===== src/rtl/demux_pkg.sv =====
// Shared types and constants for the registered 1:4 demultiplexer.
// DEMUX_STATS_EN (see demux1_4_reg) adds per-output transfer counters.
package demux_pkg;

    localparam int unsigned NUM_OUT = 4;
    localparam int unsigned CNT_W   = 8;

    typedef logic [1:0] sel_t;

    typedef enum logic {
        SLOT_EMPTY = 1'b0,
        SLOT_FULL  = 1'b1
    } slot_state_t;

endpackage


===== src/rtl/demux_slot.sv =====
// One-entry holding slot with valid/ready handshake toward a single consumer.
module demux_slot
    import demux_pkg::*;
#(
    parameter int unsigned WIDTH = 1
) (
    input  logic             clk,
    input  logic             rst,
    input  logic             load,
    input  logic [WIDTH-1:0] din,
    input  logic             drain_rdy,
    output logic [WIDTH-1:0] dout,
    output logic             valid,
    output logic             can_load
);

    slot_state_t      state_q, state_d;
    logic [WIDTH-1:0] data_q, data_d;

    always_ff @(posedge clk or negedge rst) begin
        if (!rst) begin
            state_q <= SLOT_EMPTY;
            data_q  <= '0;
        end else begin
            state_q <= state_d;
            data_q  <= data_d;
        end
    end

    // Load wins over drain: a simultaneous drain+refill keeps the slot full with new data.
    always_comb begin
        state_d = state_q;
        data_d  = data_q;
        unique case (state_q)
            SLOT_EMPTY: begin
                if (load) begin
                    state_d = SLOT_FULL;
                    data_d  = din;
                end
            end
            SLOT_FULL: begin
                if (load) begin
                    data_d = din;
                end else if (drain_rdy) begin
                    state_d = SLOT_EMPTY;
                end
            end
            default: state_d = SLOT_EMPTY;
        endcase
    end

    assign dout     = data_q;
    assign valid    = (state_q == SLOT_FULL);
    assign can_load = ~valid | drain_rdy;

endmodule


===== src/rtl/demux1_4_reg.sv =====
// Registered 1:4 demultiplexer: routes d to slot s with per-slot valid/ready.
// Define DEMUX_STATS_EN to add saturating per-slot accept counters cnt0..cnt3.
module demux1_4_reg
    import demux_pkg::*;
#(
    parameter int unsigned WIDTH = 1
) (
    input  logic             clk,
    input  logic             rst,
    input  logic             in_valid,
    output logic             in_ready,
    input  sel_t             s,
    input  logic [WIDTH-1:0] d,
    output logic [WIDTH-1:0] y0,
    output logic [WIDTH-1:0] y1,
    output logic [WIDTH-1:0] y2,
    output logic [WIDTH-1:0] y3,
    output logic             v0,
    output logic             v1,
    output logic             v2,
    output logic             v3,
    input  logic             r0,
    input  logic             r1,
    input  logic             r2,
    input  logic             r3
`ifdef DEMUX_STATS_EN
    ,
    output logic [CNT_W-1:0] cnt0,
    output logic [CNT_W-1:0] cnt1,
    output logic [CNT_W-1:0] cnt2,
    output logic [CNT_W-1:0] cnt3
`endif
);

    logic [NUM_OUT-1:0] load;
    logic [NUM_OUT-1:0] can_load;
    logic [NUM_OUT-1:0] valid;
    logic [NUM_OUT-1:0] drain_rdy;
    logic [WIDTH-1:0]   dout [NUM_OUT];
    logic               accept;

    assign drain_rdy = {r3, r2, r1, r0};
    assign in_ready  = can_load[s];
    assign accept    = in_valid & in_ready;

    always_comb begin
        load = '0;
        load[s] = accept;
    end

    for (genvar k = 0; k < NUM_OUT; k++) begin : g_slot
        demux_slot #(.WIDTH(WIDTH)) u_slot (
            .clk      (clk),
            .rst      (rst),
            .load     (load[k]),
            .din      (d),
            .drain_rdy(drain_rdy[k]),
            .dout     (dout[k]),
            .valid    (valid[k]),
            .can_load (can_load[k])
        );
    end

    assign y0 = dout[0];
    assign y1 = dout[1];
    assign y2 = dout[2];
    assign y3 = dout[3];
    assign v0 = valid[0];
    assign v1 = valid[1];
    assign v2 = valid[2];
    assign v3 = valid[3];

`ifdef DEMUX_STATS_EN
    logic [CNT_W-1:0] cnt_q [NUM_OUT];
    logic [CNT_W-1:0] cnt_d [NUM_OUT];

    always_comb begin
        for (int unsigned k = 0; k < NUM_OUT; k++) begin
            cnt_d[k] = cnt_q[k];
            if (load[k] && (cnt_q[k] != '1)) begin
                cnt_d[k] = cnt_q[k] + 1'b1;
            end
        end
    end

    always_ff @(posedge clk or negedge rst) begin
        if (!rst) begin
            for (int unsigned k = 0; k < NUM_OUT; k++) begin
                cnt_q[k] <= '0;
            end
        end else begin
            for (int unsigned k = 0; k < NUM_OUT; k++) begin
                cnt_q[k] <= cnt_d[k];
            end
        end
    end

    assign cnt0 = cnt_q[0];
    assign cnt1 = cnt_q[1];
    assign cnt2 = cnt_q[2];
    assign cnt3 = cnt_q[3];
`endif

endmodule


===== config.mk =====
export PLATFORM = sky130hd
export DESIGN_NAME = demux1_4_reg
export DESIGN_NICKNAME = d
export VERILOG_FILES = /design/src/rtl/demux_pkg.sv /design/src/rtl/demux_slot.sv /design/src/rtl/demux1_4_reg.sv
export SDC_FILE = /design/constraint.sdc
export NUM_CORES = 1
export LEC_CHECK = 0
export CORE_AREA = 2 2 39 41
export DETAILED_ROUTE_END_ITERATION = 8
export DIE_AREA = 0 0 41 43
export SLEW_MARGIN = 20
export SYNTH_ARGS = -nofsm -noshare
export SYNTH_HDL_FRONTEND = slang
export SYNTH_SLANG_ARGS = --single-unit

===== constraint.sdc =====
create_clock -name clk -period 3.3 [get_ports clk]
set_input_delay 0.66 -clock clk [delete_from_list [all_inputs] [get_ports clk]]
set_output_delay 0.66 -clock clk [all_outputs]
set_load 0.005 [all_outputs]

# Yosys cells after proc, flatten, opt, wreduce, memory -nomap -nowiden
# Cells that the tools add are included.
# W data, S select, Z words.
dict set report op_classes {
  magnitude_cmp 2
  muxes 24
  bitwise_logic 10
  n_reduce_logical 1
}
# operator n
set op_table {}
lappend op_table {{$mux W1} 18}
lappend op_table {{$pmux W1 S2} 4}
lappend op_table {{$and A4 B4 Y4} 1}
lappend op_table {{$not A1 Y1} 4}
lappend op_table {{$or A1 B1 Y1} 4}
lappend op_table {{$lt A2 B3 Y1 const B} 1}
lappend op_table {{$bmux W1 S2} 1}
lappend op_table {{$demux W1 S2} 1}
lappend op_table {{$ge A2 B1 Y1 const B} 1}
lappend op_table {{$and A1 B1 Y1} 1}
lappend op_table {{$logic_and A1 B1 Y1} 1}
dict set report word_totals {
  regBits 8
  input_bits 10
  output_inout_bits 9
  word_cells 45
}

# Depth between registers and ports, before layout
dict set report depth {
  ltp_word 8
  depth_mapped 3
  mapped_depth_nobuf 3
}

# By module
# From an unflattened synthesis, not the netlist that was laid out.
dict set report hier_totals {
  cells_unflattened 25
  area_unflattened_um2 387.9
}
# mod n_inst cells_per_inst area_each_um2 seq_area_each_um2
set by_module_without_submodules {}
lappend by_module_without_submodules {demux_slot 4 5 80.1 50.0}
lappend by_module_without_submodules {demux1_4_reg 1 5 67.6 0.0}

# Worst setup path before layout
# OpenSTA, ideal clock, no wires.
dict set report synth_path {
  path_type {input port to output port}
  startpoint {input port r1}
  endpoint {output port in_ready}
  arrival_ns 1.317
  required_ns 2.640
  path_slack_ns 1.323
  stages 2
  path_buffers 0
  cell_sequence {nand2b_1 -> mux4_1}
}
dict set report synth_between {
  elab_chain_len 3
}
# item line_no
set synth_rtl {}
lappend synth_rtl {{start, declared} demux1_4_reg.sv:23} ;# input logic r1,
lappend synth_rtl {{$or A1 B1 Y1} demux_slot.sv:54} ;# assign can_load = ~valid | drain_rdy;
lappend synth_rtl {{$bmux W1 S2} demux1_4_reg.sv:43} ;# assign in_ready = can_load[s];
lappend synth_rtl {{$mux W1 (implied by the code)} demux1_4_reg.sv:43}
lappend synth_rtl {{end, declared} demux1_4_reg.sv:11} ;# output logic in_ready,
# Every way passes these cells. The select of a mux whose other input is x is not followed.

# Worst setup path after layout
dict set report layout_path {
  startpoint {input port s[0]}
  endpoint {output port in_ready}
}
dict set report layout_between {
  elab_chain_len 2
}
# item line_no
set layout_rtl {}
lappend layout_rtl {{start, declared} demux1_4_reg.sv:12} ;# input sel_t s,
lappend layout_rtl {{$bmux W1 S2} demux1_4_reg.sv:43}
lappend layout_rtl {{$mux W1 (implied by the code)} demux1_4_reg.sv:43}
# Every way passes these cells. The select of a mux whose other input is x is not followed.

==> impl_metrics.env <==
export IMPL_boundaryPins=19
export IMPL_synth_area_leader_cell="dfrtp_1"
export IMPL_dp_cells=63
export IMPL_syn_area_per_cell_um2=12.73
export IMPL_grt_pass1_vias=269
export IMPL_min_delay_path_depth=1
export IMPL_worstPathCellList="clkdlybuf4s50_1 > mux4_1 > clkdlybuf4s50_1"
export IMPL_dp_hpwl_um=576.6
export IMPL_synth_edf_count=0
export IMPL_cts_sinks=8
export IMPL_yosysSeqAreaShare=0.5424
export IMPL_drc=0
export IMPL_critPathMaxFanout=7
export IMPL_hold_path_class="flop to flop"
export IMPL_fin_setup_tns_ns=0
export IMPL_max_freq_mhz=339.0
export IMPL_crit_required_ns=2.64
export IMPL_die_y_um=43
export IMPL_critical_path_max_stage_delay_ns=0.59
export IMPL_grt_start_max_net_pins=9
export IMPL_grt_pass1_wl_mm=1.110
export IMPL_clock_skew_ns=0.001583
export IMPL_drt_initial_drc_count=3
export IMPL_clk_path_buf_depth=2
export IMPL_cts_clk_slew_worst_paths_ns=0.05
export IMPL_crit_family="buffers and inverters"
export IMPL_ir_worst_vdd_mv=0.2662
export IMPL_slew_violations=0
export IMPL_rsz0062_at_grt="false"
export IMPL_grt_usage=0.09828
export IMPL_cts_buffers=3
export IMPL_gp_congestion=0.6470
export IMPL_cts_max_level=1
export IMPL_synth_warnings=0
export IMPL_ys_ff_latch=8
export IMPL_cp_data_arrival_time_ns=2.29
export IMPL_reg2reg_slack_ns=2.02
export IMPL_ant_nets=0
export IMPL_via_count=297
export IMPL_maxCapViolations=0
export IMPL_ys_types=11
export IMPL_total_power_mw=0.2600
export IMPL_tightest_slew_ns=0.3616
export IMPL_setup_violations_final=0
export IMPL_antenna_found_initial=0
export IMPL_regToRegStartpoint="g_slot[2].u_slot.valid"
export IMPL_initial_core_util=0.2667
export IMPL_numPortBuffers=18
export IMPL_firstDrtPassIters=4
export IMPL_n_fill_cell=145
export IMPL_cts_root_buf="clkbuf_4"
export IMPL_std_cell_rows=14
export IMPL_diodes=0
export IMPL_fin_cells=66
export IMPL_post_cts_resized=0
export IMPL_finalCritPeriodShare=0.8940
export IMPL_drive_above_1_share=0.1400
export IMPL_worst_slack_ns=0.3498
export IMPL_p_leak_nw=0.2473
export IMPL_maxSlewHeadroom=0.7582
export IMPL_dp_slack_ns=0.3566
export IMPL_crit_top_cell="clkdlybuf4s50_1"
export IMPL_area_delta_synth_final_pct=60.34
export IMPL_num_nets_final=62
export IMPL_r2r_end="g_slot[2].u_slot.dout"
export IMPL_synth_area_leaders="dfrtp_1, nand2b_1, mux2_2, mux4_1, mux2_4"
export IMPL_core_area_um2=1384
export IMPL_critPathLaunchType="input pin"
export IMPL_min_to="g_slot[1].u_slot.dout"
export IMPL_syn_inst=29
export IMPL_vias_per_cell=4.500
export IMPL_synth_async_reset_ratio=1.000
export IMPL_wirelength_um=744
export IMPL_worstHoldStart="g_slot[1].u_slot.dout"
export IMPL_die_area_um2=1763
export IMPL_hold_buffers=0
export IMPL_grt_ovfl_total=0
export IMPL_cp_slowest_cell="clkdlybuf4s50_1"
export IMPL_reg2regPathDepth=3
export IMPL_syn_cell_area_um2=369.1
export IMPL_finalHoldViolCount=0
export IMPL_cts_tree="done"
export IMPL_die_w_um=41
export IMPL_yosysMostFrequentCell="dfrtp_1"
export IMPL_utilization=0.4277
export IMPL_clkLatencyLatePin_ns=0.25
export IMPL_worstSetupEndpointType="output pin"
export IMPL_synth_common_cells="dfrtp_1, nand2b_1, mux2_2, nand2_1, o21ai_0"
export IMPL_wl_per_cell_um=11.27
export IMPL_fin_crit_ns=2.950
export IMPL_synthFlopType="dfrtp_1"
export IMPL_critical_path_class="input pin to output pin"
export IMPL_post_cts_buffers=0
export IMPL_status="completed"
export IMPL_synthesis_nets=39
export IMPL_critPathBufInv=2
export IMPL_power_density_nw_per_um2=439.3
export IMPL_yosysTopAreaCellShare=0.5424
==> report_power, final <==
part / leakage [nW] / switching [mW] / internal [mW]
combinational: 0.134 / 0.0190 / 0.0481
sequential: 0.0995 / 0.00679 / 0.112
clock: 0.0138 / 0.0324 / 0.0416
total: 0.247 / 0.0581 / 0.202
==> cells in the final DEF, fill, tap and decap left out, drive strengths merged <==
| cell | synthesis | final |
|---|---|---|
| o21ai | 2 | 2 |
| clkdlybuf4s50 | 0 | 18 |
| nand3 | 1 | 1 |
| dfrtp | 8 | 8 |
| mux2 | 4 | 4 |
| clkbuf | 0 | 3 |
| nand2 | 3 | 3 |
| or3b | 1 | 1 |
| nand2b | 7 | 7 |
| nand3b | 1 | 1 |
| nor3b | 1 | 1 |
| mux4 | 1 | 1 |
==> cells by family after synthesis <==
kind of cell,share of synthesized area
AO/OA/AOI/OAI,0.02712
flip-flops,0.5424
AND/OR/NAND/NOR,0.2271
multiplexers,0.2034
==> worst max path at each step <==
stage | start | end | slack, ns | cells after the start
2_1_floorplan | r1 | in_ready | 1.32 | 2
3_3_place_gp | s[0] | in_ready | 0.38 | 3
3_5_place_dp | s[0] | in_ready | 0.36 | 3
4_1_cts | s[0] | in_ready | 0.35 | 3
5_1_grt | s[0] | in_ready | 0.33 | 3
6_report | s[0] | in_ready | 0.35 | 3
==> registers in the layout (all words and copies together) (netlist names) <==
register / flops
g_slot.u_slot.dout: 4
g_slot.u_slot.valid: 4
==> final cells by class <==
| cell class | instances | area, um2 | share of cell area |
|---|---|---|---|
| multi-input cells | 21 | 168.9 | 0.2854 |
| flip-flops and latches | 8 | 200.2 | 0.3383 |
| well taps | 16 | 20.02 | 0.03383 |
| repair buffers | 18 | 180.2 | 0.3044 |
| clock buffers | 3 | 22.52 | 0.03805 |
==> per-stage QoR <==
| step | cell area, um2 | hold slack (ns) |
|---|---|---|
| floorplan | 369.1 | 0.3644 |
| CTS | 591.8 | 0.5157 |
| global placement | 569.3 | 0.4973 |
| global route | 591.8 | 0.5275 |
| finish | 591.8 | 0.5112 |
| detailed placement | 569.3 | 0.4985 |
==> routing by layer <==
| metal | track usage | routed length, um |
|---|---|---|
| met5 | 0 | 0 |
| met2 | 0.1344 | 336 |
| met3 | 0.07853 | 55 |
| met4 | 0.02000 | 0 |
| met1 | 0.1192 | 352 |
No activity file was read; power rests on OpenSTA's default activity.
